==> src/rtl/nor_flash_pkg.sv <==
// Shared opcodes, frame field positions and FSM state type for the NOR flash responder.
package nor_flash_pkg;

  localparam logic [7:0] OP_READ  = 8'h01;
  localparam logic [7:0] OP_WRITE = 8'h02;

  localparam int unsigned OP_LSB       = 0;
  localparam int unsigned OP_MSB       = 7;
  localparam int unsigned ADDR_LSB     = 8;
  localparam int unsigned ADDR_MSB     = 31;
  localparam int unsigned ADDR_FIELD_W = ADDR_MSB - ADDR_LSB + 1;

  typedef enum logic [1:0] {
    IDLE,
    CMD,
    DATA,
    DONE
  } state_e;

endpackage

==> src/rtl/sync_edge_det.sv <==
// Two-flop synchronizer with a third flop for edge detection of an asynchronous level.
module sync_edge_det #(
  parameter logic RESET_VAL = 1'b0
) (
  input  logic clk,
  input  logic rst_n,
  input  logic d,
  output logic level,
  output logic rise,
  output logic fall
);

  logic [2:0] sync_q;

  always_ff @(posedge clk or negedge rst_n) begin
    if (!rst_n) sync_q <= {3{RESET_VAL}};
    else        sync_q <= {sync_q[1:0], d};
  end

  // Edges are decoded straight off the flops so the consumer acts one cycle later.
  assign level = sync_q[1];
  assign rise  = sync_q[1] & ~sync_q[2];
  assign fall  = ~sync_q[1] & sync_q[2];

endmodule

==> src/rtl/nor_flash_responder.sv <==
// SPI-side NOR flash endpoint: oversampled two-word read/write frames into a small word array.
module nor_flash_responder
  import nor_flash_pkg::*;
#(
  parameter int unsigned LINEWIDE = 32,
  parameter int unsigned DEPTH    = 16
) (
  input  logic                p_clk,
  input  logic                p_resetn,
  input  logic [LINEWIDE-1:0] s_mosi,
  input  logic                s_clk,
  input  logic                s_css,
  output logic [LINEWIDE-1:0] s_miso,
  output logic                busy,
  output logic                frame_done,
  output logic                err
);

  localparam int unsigned ADDR_W = $clog2(DEPTH);

  logic clk_level, clk_rise, clk_fall;
  logic css_level, css_rise, css_fall;

  sync_edge_det #(.RESET_VAL(1'b0)) u_sync_clk (
    .clk   (p_clk),
    .rst_n (p_resetn),
    .d     (s_clk),
    .level (clk_level),
    .rise  (clk_rise),
    .fall  (clk_fall)
  );

  sync_edge_det #(.RESET_VAL(1'b1)) u_sync_css (
    .clk   (p_clk),
    .rst_n (p_resetn),
    .d     (s_css),
    .level (css_level),
    .rise  (css_rise),
    .fall  (css_fall)
  );

  logic unused_sync;
  assign unused_sync = clk_level ^ clk_fall;

  logic [LINEWIDE-1:0] mosi_d1, mosi_d2;
  logic [LINEWIDE-1:0] mem [DEPTH];
  state_e              state;
  logic                is_write;
  logic [ADDR_W-1:0]   addr_q;
  logic [1:0]          rst_age;
  logic                armed;

  logic [7:0]              cmd_op;
  logic [ADDR_FIELD_W-1:0] cmd_addr;
  logic                    cmd_in_range;
  logic [ADDR_W-1:0]       cmd_idx;

  assign cmd_op       = mosi_d2[OP_MSB:OP_LSB];
  assign cmd_addr     = mosi_d2[ADDR_MSB:ADDR_LSB];
  assign cmd_in_range = cmd_addr < ADDR_FIELD_W'(DEPTH);
  assign cmd_idx      = cmd_addr[ADDR_W-1:0];

  // Data delay matches the synchronizer depth so the word lines up with the detected edge.
  always_ff @(posedge p_clk or negedge p_resetn) begin
    if (!p_resetn) begin
      mosi_d1 <= '0;
      mosi_d2 <= '0;
    end else begin
      mosi_d1 <= s_mosi;
      mosi_d2 <= mosi_d1;
    end
  end

  // A select that was already low across reset must go high once before a frame can open.
  always_ff @(posedge p_clk or negedge p_resetn) begin
    if (!p_resetn) begin
      rst_age <= 2'b00;
      armed   <= 1'b0;
    end else begin
      rst_age <= {rst_age[0], 1'b1};
      armed   <= armed | (rst_age[1] & css_level);
    end
  end

  always_ff @(posedge p_clk or negedge p_resetn) begin
    if (!p_resetn) begin
      state      <= IDLE;
      s_miso     <= '0;
      busy       <= 1'b0;
      frame_done <= 1'b0;
      err        <= 1'b0;
      is_write   <= 1'b0;
      addr_q     <= '0;
      for (int unsigned i = 0; i < DEPTH; i++) mem[i] <= '0;
    end else begin
      frame_done <= 1'b0;
      err        <= 1'b0;
      // Deselect outranks any clock edge seen in the same cycle.
      if (css_rise) begin
        state <= IDLE;
        busy  <= 1'b0;
      end else begin
        case (state)
          IDLE: begin
            if (css_fall && armed) begin
              s_miso <= '0;
              state  <= CMD;
              busy   <= 1'b1;
            end
          end
          CMD: begin
            if (clk_rise) begin
              addr_q <= cmd_idx;
              if (cmd_op == OP_READ && cmd_in_range) begin
                s_miso   <= mem[cmd_idx];
                is_write <= 1'b0;
                state    <= DATA;
              end else if (cmd_op == OP_WRITE && cmd_in_range) begin
                is_write <= 1'b1;
                state    <= DATA;
              end else begin
                err   <= 1'b1;
                state <= DONE;
              end
            end
          end
          DATA: begin
            if (clk_rise) begin
              if (is_write) mem[addr_q] <= mosi_d2;
              frame_done <= 1'b1;
              state      <= DONE;
            end
          end
          DONE: ;
          default: state <= IDLE;
        endcase
      end
    end
  end

endmodule

==> config.mk <==
export PLATFORM = sky130hd
export DESIGN_NAME = nor_flash_responder
export DESIGN_NICKNAME = d
export VERILOG_FILES = /design/src/rtl/nor_flash_pkg.sv /design/src/rtl/sync_edge_det.sv /design/src/rtl/nor_flash_responder.sv
export SDC_FILE = /design/constraint.sdc
export NUM_CORES = 1
export LEC_CHECK = 0
export BUFFER_PORTS_ARGS = -buffer_cell sky130_fd_sc_hd__buf_2
export CAP_MARGIN = 0
export CORE_MARGIN = 3
export CORE_UTILIZATION = 64
export CTS_BUF_LIST = sky130_fd_sc_hd__clkbuf_2 sky130_fd_sc_hd__clkbuf_4 sky130_fd_sc_hd__clkbuf_8
export CTS_CLUSTER_SIZE = 10
export DETAILED_ROUTE_END_ITERATION = 8
export GPL_TIMING_DRIVEN = 0
export PLACE_DENSITY_LB_ADDON = 0.2
export SLEW_MARGIN = 25
export SYNTH_ARGS = -nofsm -noshare
export SYNTH_HDL_FRONTEND = slang
export SYNTH_SLANG_ARGS = --single-unit
==> constraint.sdc <==
create_clock -name p_clk -period 2.65 [get_ports p_clk]
set_clock_uncertainty 0.2 [all_clocks]
set_input_delay 0.1325 -clock p_clk [delete_from_list [all_inputs] [get_ports p_clk]]
set_output_delay 0.1325 -clock p_clk [all_outputs]
set_load 0.05 [all_outputs]
==> results.yml <==
sta:
  layout_setup_ws_ns: -0.00218
  fin_crit_ns: 2.65
  setup_tns_ns: -0.00218
  slew_headroom_pct: 46.3
  setup_viol: 1
  tightest_slew_ns: 0.805
  fin_crit_sh_pct: 100
  slew_violations: 0
  hold_slack_ns: 0.145
  max_freq_ghz: 0.377
  grt_setup_unrepaired: "true"
  finalHoldViolations: 0
routing:
  wl_per_cell_um: 27.3
  wl_um: 69800
  drt_iter0_drc: 1273
  ant_nets: 0
  dr_total_vias: 16300
  drc: 0
  vias_per_cell: 6.39
  drt-pass1-iter-count: 5
clocking:
  cts_tree: "done"
  cts.path.max_buffers: 3
  clk-insertion-delay-late_ns: 0.69
  cts_htree_levels: 3
  numCtsBuffers: 97
  clkSinkCount: 627
  clkTransAtPathRegs_ns: 0.06
  cts_root_buf: "clkbuf_8"
critical_path:
  reg2reg_slack_ns: -0.002
  crit_path_start_kind: "flip-flop"
  crit_type: "reg -> reg"
  crit_path_max_fanout: 10
  worstReg2RegEnd: "s_miso[31]"
  worstPathArrival_ns: 3.01
  cp-end-kind: "flip-flop"
  setup.worst_path.start: "mosi_d2[10]"
  reg2regPathDepth: 5
  endpoint: "s_miso[31]"
  required_ns: 3.01
  r2r-start: "mosi_d2[10]"
finish:
  final_cells: 2553
  final_area_sq_um: 31500
  layout-drive-gt1-share_pct: 53.7
  num-nets-final: 1983
  area_delta_synth_final_pct: 16.8
  diodes: 0
logic_synthesis:
  synth_top_area_cell: "dfrtp_1"
  ys_warn_count: 0
  syn_area_per_cell_sq_um: 16.0
  synth_top_area_share_pct: 57.8
  synth_fp_nets: 1729
  seq_area_frac_synth_pct: 58.1
  synth_cell_types: 52
  syn_inst: 1690
  synth-seq-cells: 627
  ys_top_cells_by_area: "dfrtp_1 58%, mux2_2 23%, mux4_2 8.0%, mux2_4 2.2%, clkbuf_1 0.96%"
  syn_area_sq_um: 27000
pwr:
  p_leak_uw: 0.0157
  p_total_uw: 21400
  ir_drop_mv: 0.664
  p_per_area_nw_per_um2: 678
outcome:
  violations: "setup timing"
  status: "finished, violations left"
grt:
  grt_max_degree: 101
  grt_overflow: 0
  track_usage_pct: 32.2
  grt_pass1_wl_um: 106000
  antenna_found_initial: 0
  first_global_vias: 17400
placement:
  dpl.cell_count: 2299
  dp_hpwl_um: 43000
  post_dp_cell_area_sq_um: 28200
  port_buffers: 70
  place_congestion: 0.886
die:
  start_util_pct: 65.5
  dieArea_sq_um: 44700
  fp.coreArea_sq_um: 41200
  rows: 74
  die_x_um: 211
  die_h_um: 211
  io_pins: 71
worst_hold_path:
  holdCritPathClass: "reg -> reg"
run:
  maxCapViolCount: 0
==> where the power goes <==
group	leakage (uW)	switching [uW]	internal [uW]
clock network	0.00113	3750	4850
logic	0.00602	1830	908
registers	0.00856	205	9820
==> cell type report <==
type | count | area, sq um
sequential | 627 | 15700
multi-input combinational | 916 | 10700
fill | 2440 | 9670
clock buffer | 163 | 2050
timing repair buffer | 157 | 1370
buffer | 139 | 946
tap | 532 | 666
clock inverter | 13 | 70.1
inverter | 6 | 22.5
==> logic make-up (layout without fill, tap and decap cells) <==
kind of cell,after synthesis,after routing,share of synthesized area [%]
AOI/OAI and AO/OA,85,85,2.47
xor gates and xnor gates,1,1,0.0325
adders and majority gates,3,3,0.139
buffers and inverters,147,478,2.74
DFF,627,627,58.1
muxes,710,710,34.1
other,1,1,0.0139
and+or+nand+nor,116,116,2.33
==> placed cells by master, fill, tap and decap left out, types with 5 or more instances in the layout <==
cell / instances
a221o_1: 25
a22oi_1: 7
a31oi_1: 8
buf_16: 7
buf_2: 93
buf_4: 29
buf_6: 18
buf_8: 7
clkbuf_1: 41
clkbuf_2: 13
clkbuf_4: 44
clkbuf_8: 132
clkinv_2: 11
dfrtp_1: 617
dfrtp_2: 7
dlygate4sd3_1: 70
inv_1: 5
mux2_1: 14
mux2_2: 544
mux2_4: 47
mux2i_1: 9
mux4_2: 96
nand2_1: 19
nor2_1: 31
nor2_4: 6
nor3_1: 26
o221ai_1: 7
o22ai_1: 27
==> per-layer routing <==
metal  share of wire, %  up-vias  global-route usage, %
li1                   -     6764                      -
met1                 42     8738                   44.3
met2                 48      624                   50.7
met3                6.7      176                   7.31
met4                4.0        0                   13.7
met5                  0        -                      0
==> worst min-delay path by stage <==
stage	from	endpoint	slack (ns)	cells past startpoint
floorplan	p_resetn	addr_q[0]	-0.36	0
global placement	s_css	u_sync_css.sync_q[0]	0.04	1
detailed placement	p_resetn	mosi_d2[2]	-0.19	1
CTS	mosi_d1[17]	mosi_d2[17]	0.15	0
global route	mosi_d1[24]	mosi_d2[24]	0.15	0
finish	mosi_d1[26]	mosi_d2[26]	0.14	0
==> worst max-delay path, stage by stage (launching register included) <==
cell     delay, ns
dfrtp_1       0.53
buf_4         0.31
buf_2         0.42
mux4_2        0.38
a221o_1       0.38
mux2_4        0.29
==> synthesized netlist by cell type (all sizes together) <==
master,n
a21o,1
mux2i,9
nand4,2
nor3b,1
ha,3
nor4,5
o21a,1
or3,2
nand2b,6
and2b,1
and3,2
a41oi,1
conb,1
a22oi,7
inv,6
nor2,38
nand2,21
o31a,1
mux2,605
and4,1
a31oi,8
a221o,25
nand3b,1
o22ai,27
or4,1
nor2b,2
dfstp,3
xnor2,1
nor3,28
a21oi,3
o221ai,7
buf,72
o21ai,2
or3b,1
clkbuf,69
mux4,96
dfrtp,624
o22a,1
o41ai,1
nand3,4
==> through the flow <==
step | utilization [%] | setup WS, ns
2_1_floorplan | - | 0.308
3_3_place_gp | 68.0 | -11.08
3_5_place_dp | 68.5 | -0.811
4_1_cts | 76.0 | -0.00609
5_1_grt | 76.5 | -0.0362
6_report | 76.5 | -0.00218
==> state kept, by name, indices dropped and copies added, names as in the netlist <==
| name | count |
|---|---|
| err | 1 |
| u_sync_css.sync_q | 3 |
| mosi_d1 | 32 |
| addr_q | 4 |
| state | 2 |
| mosi_d2 | 32 |
| is_write | 1 |
| u_sync_clk.sync_q | 3 |
| rst_age | 2 |
| s_miso | 32 |
| frame_done | 1 |
| armed | 1 |
| mem | 512 |
| busy | 1 |
==> repair_timing <==
action | 4_1_cts | 5_1_grt
setup buffers | 3 | 4
resized for setup | 117 | 57
hold buffers | 71 | 0
gates cloned | 0 | 2
setup endpoints to repair | 332 | 229
hold endpoints to repair | 513 | 0
pin swaps | 3 | 6
Note: power is estimated with default switching activity, not from simulation.
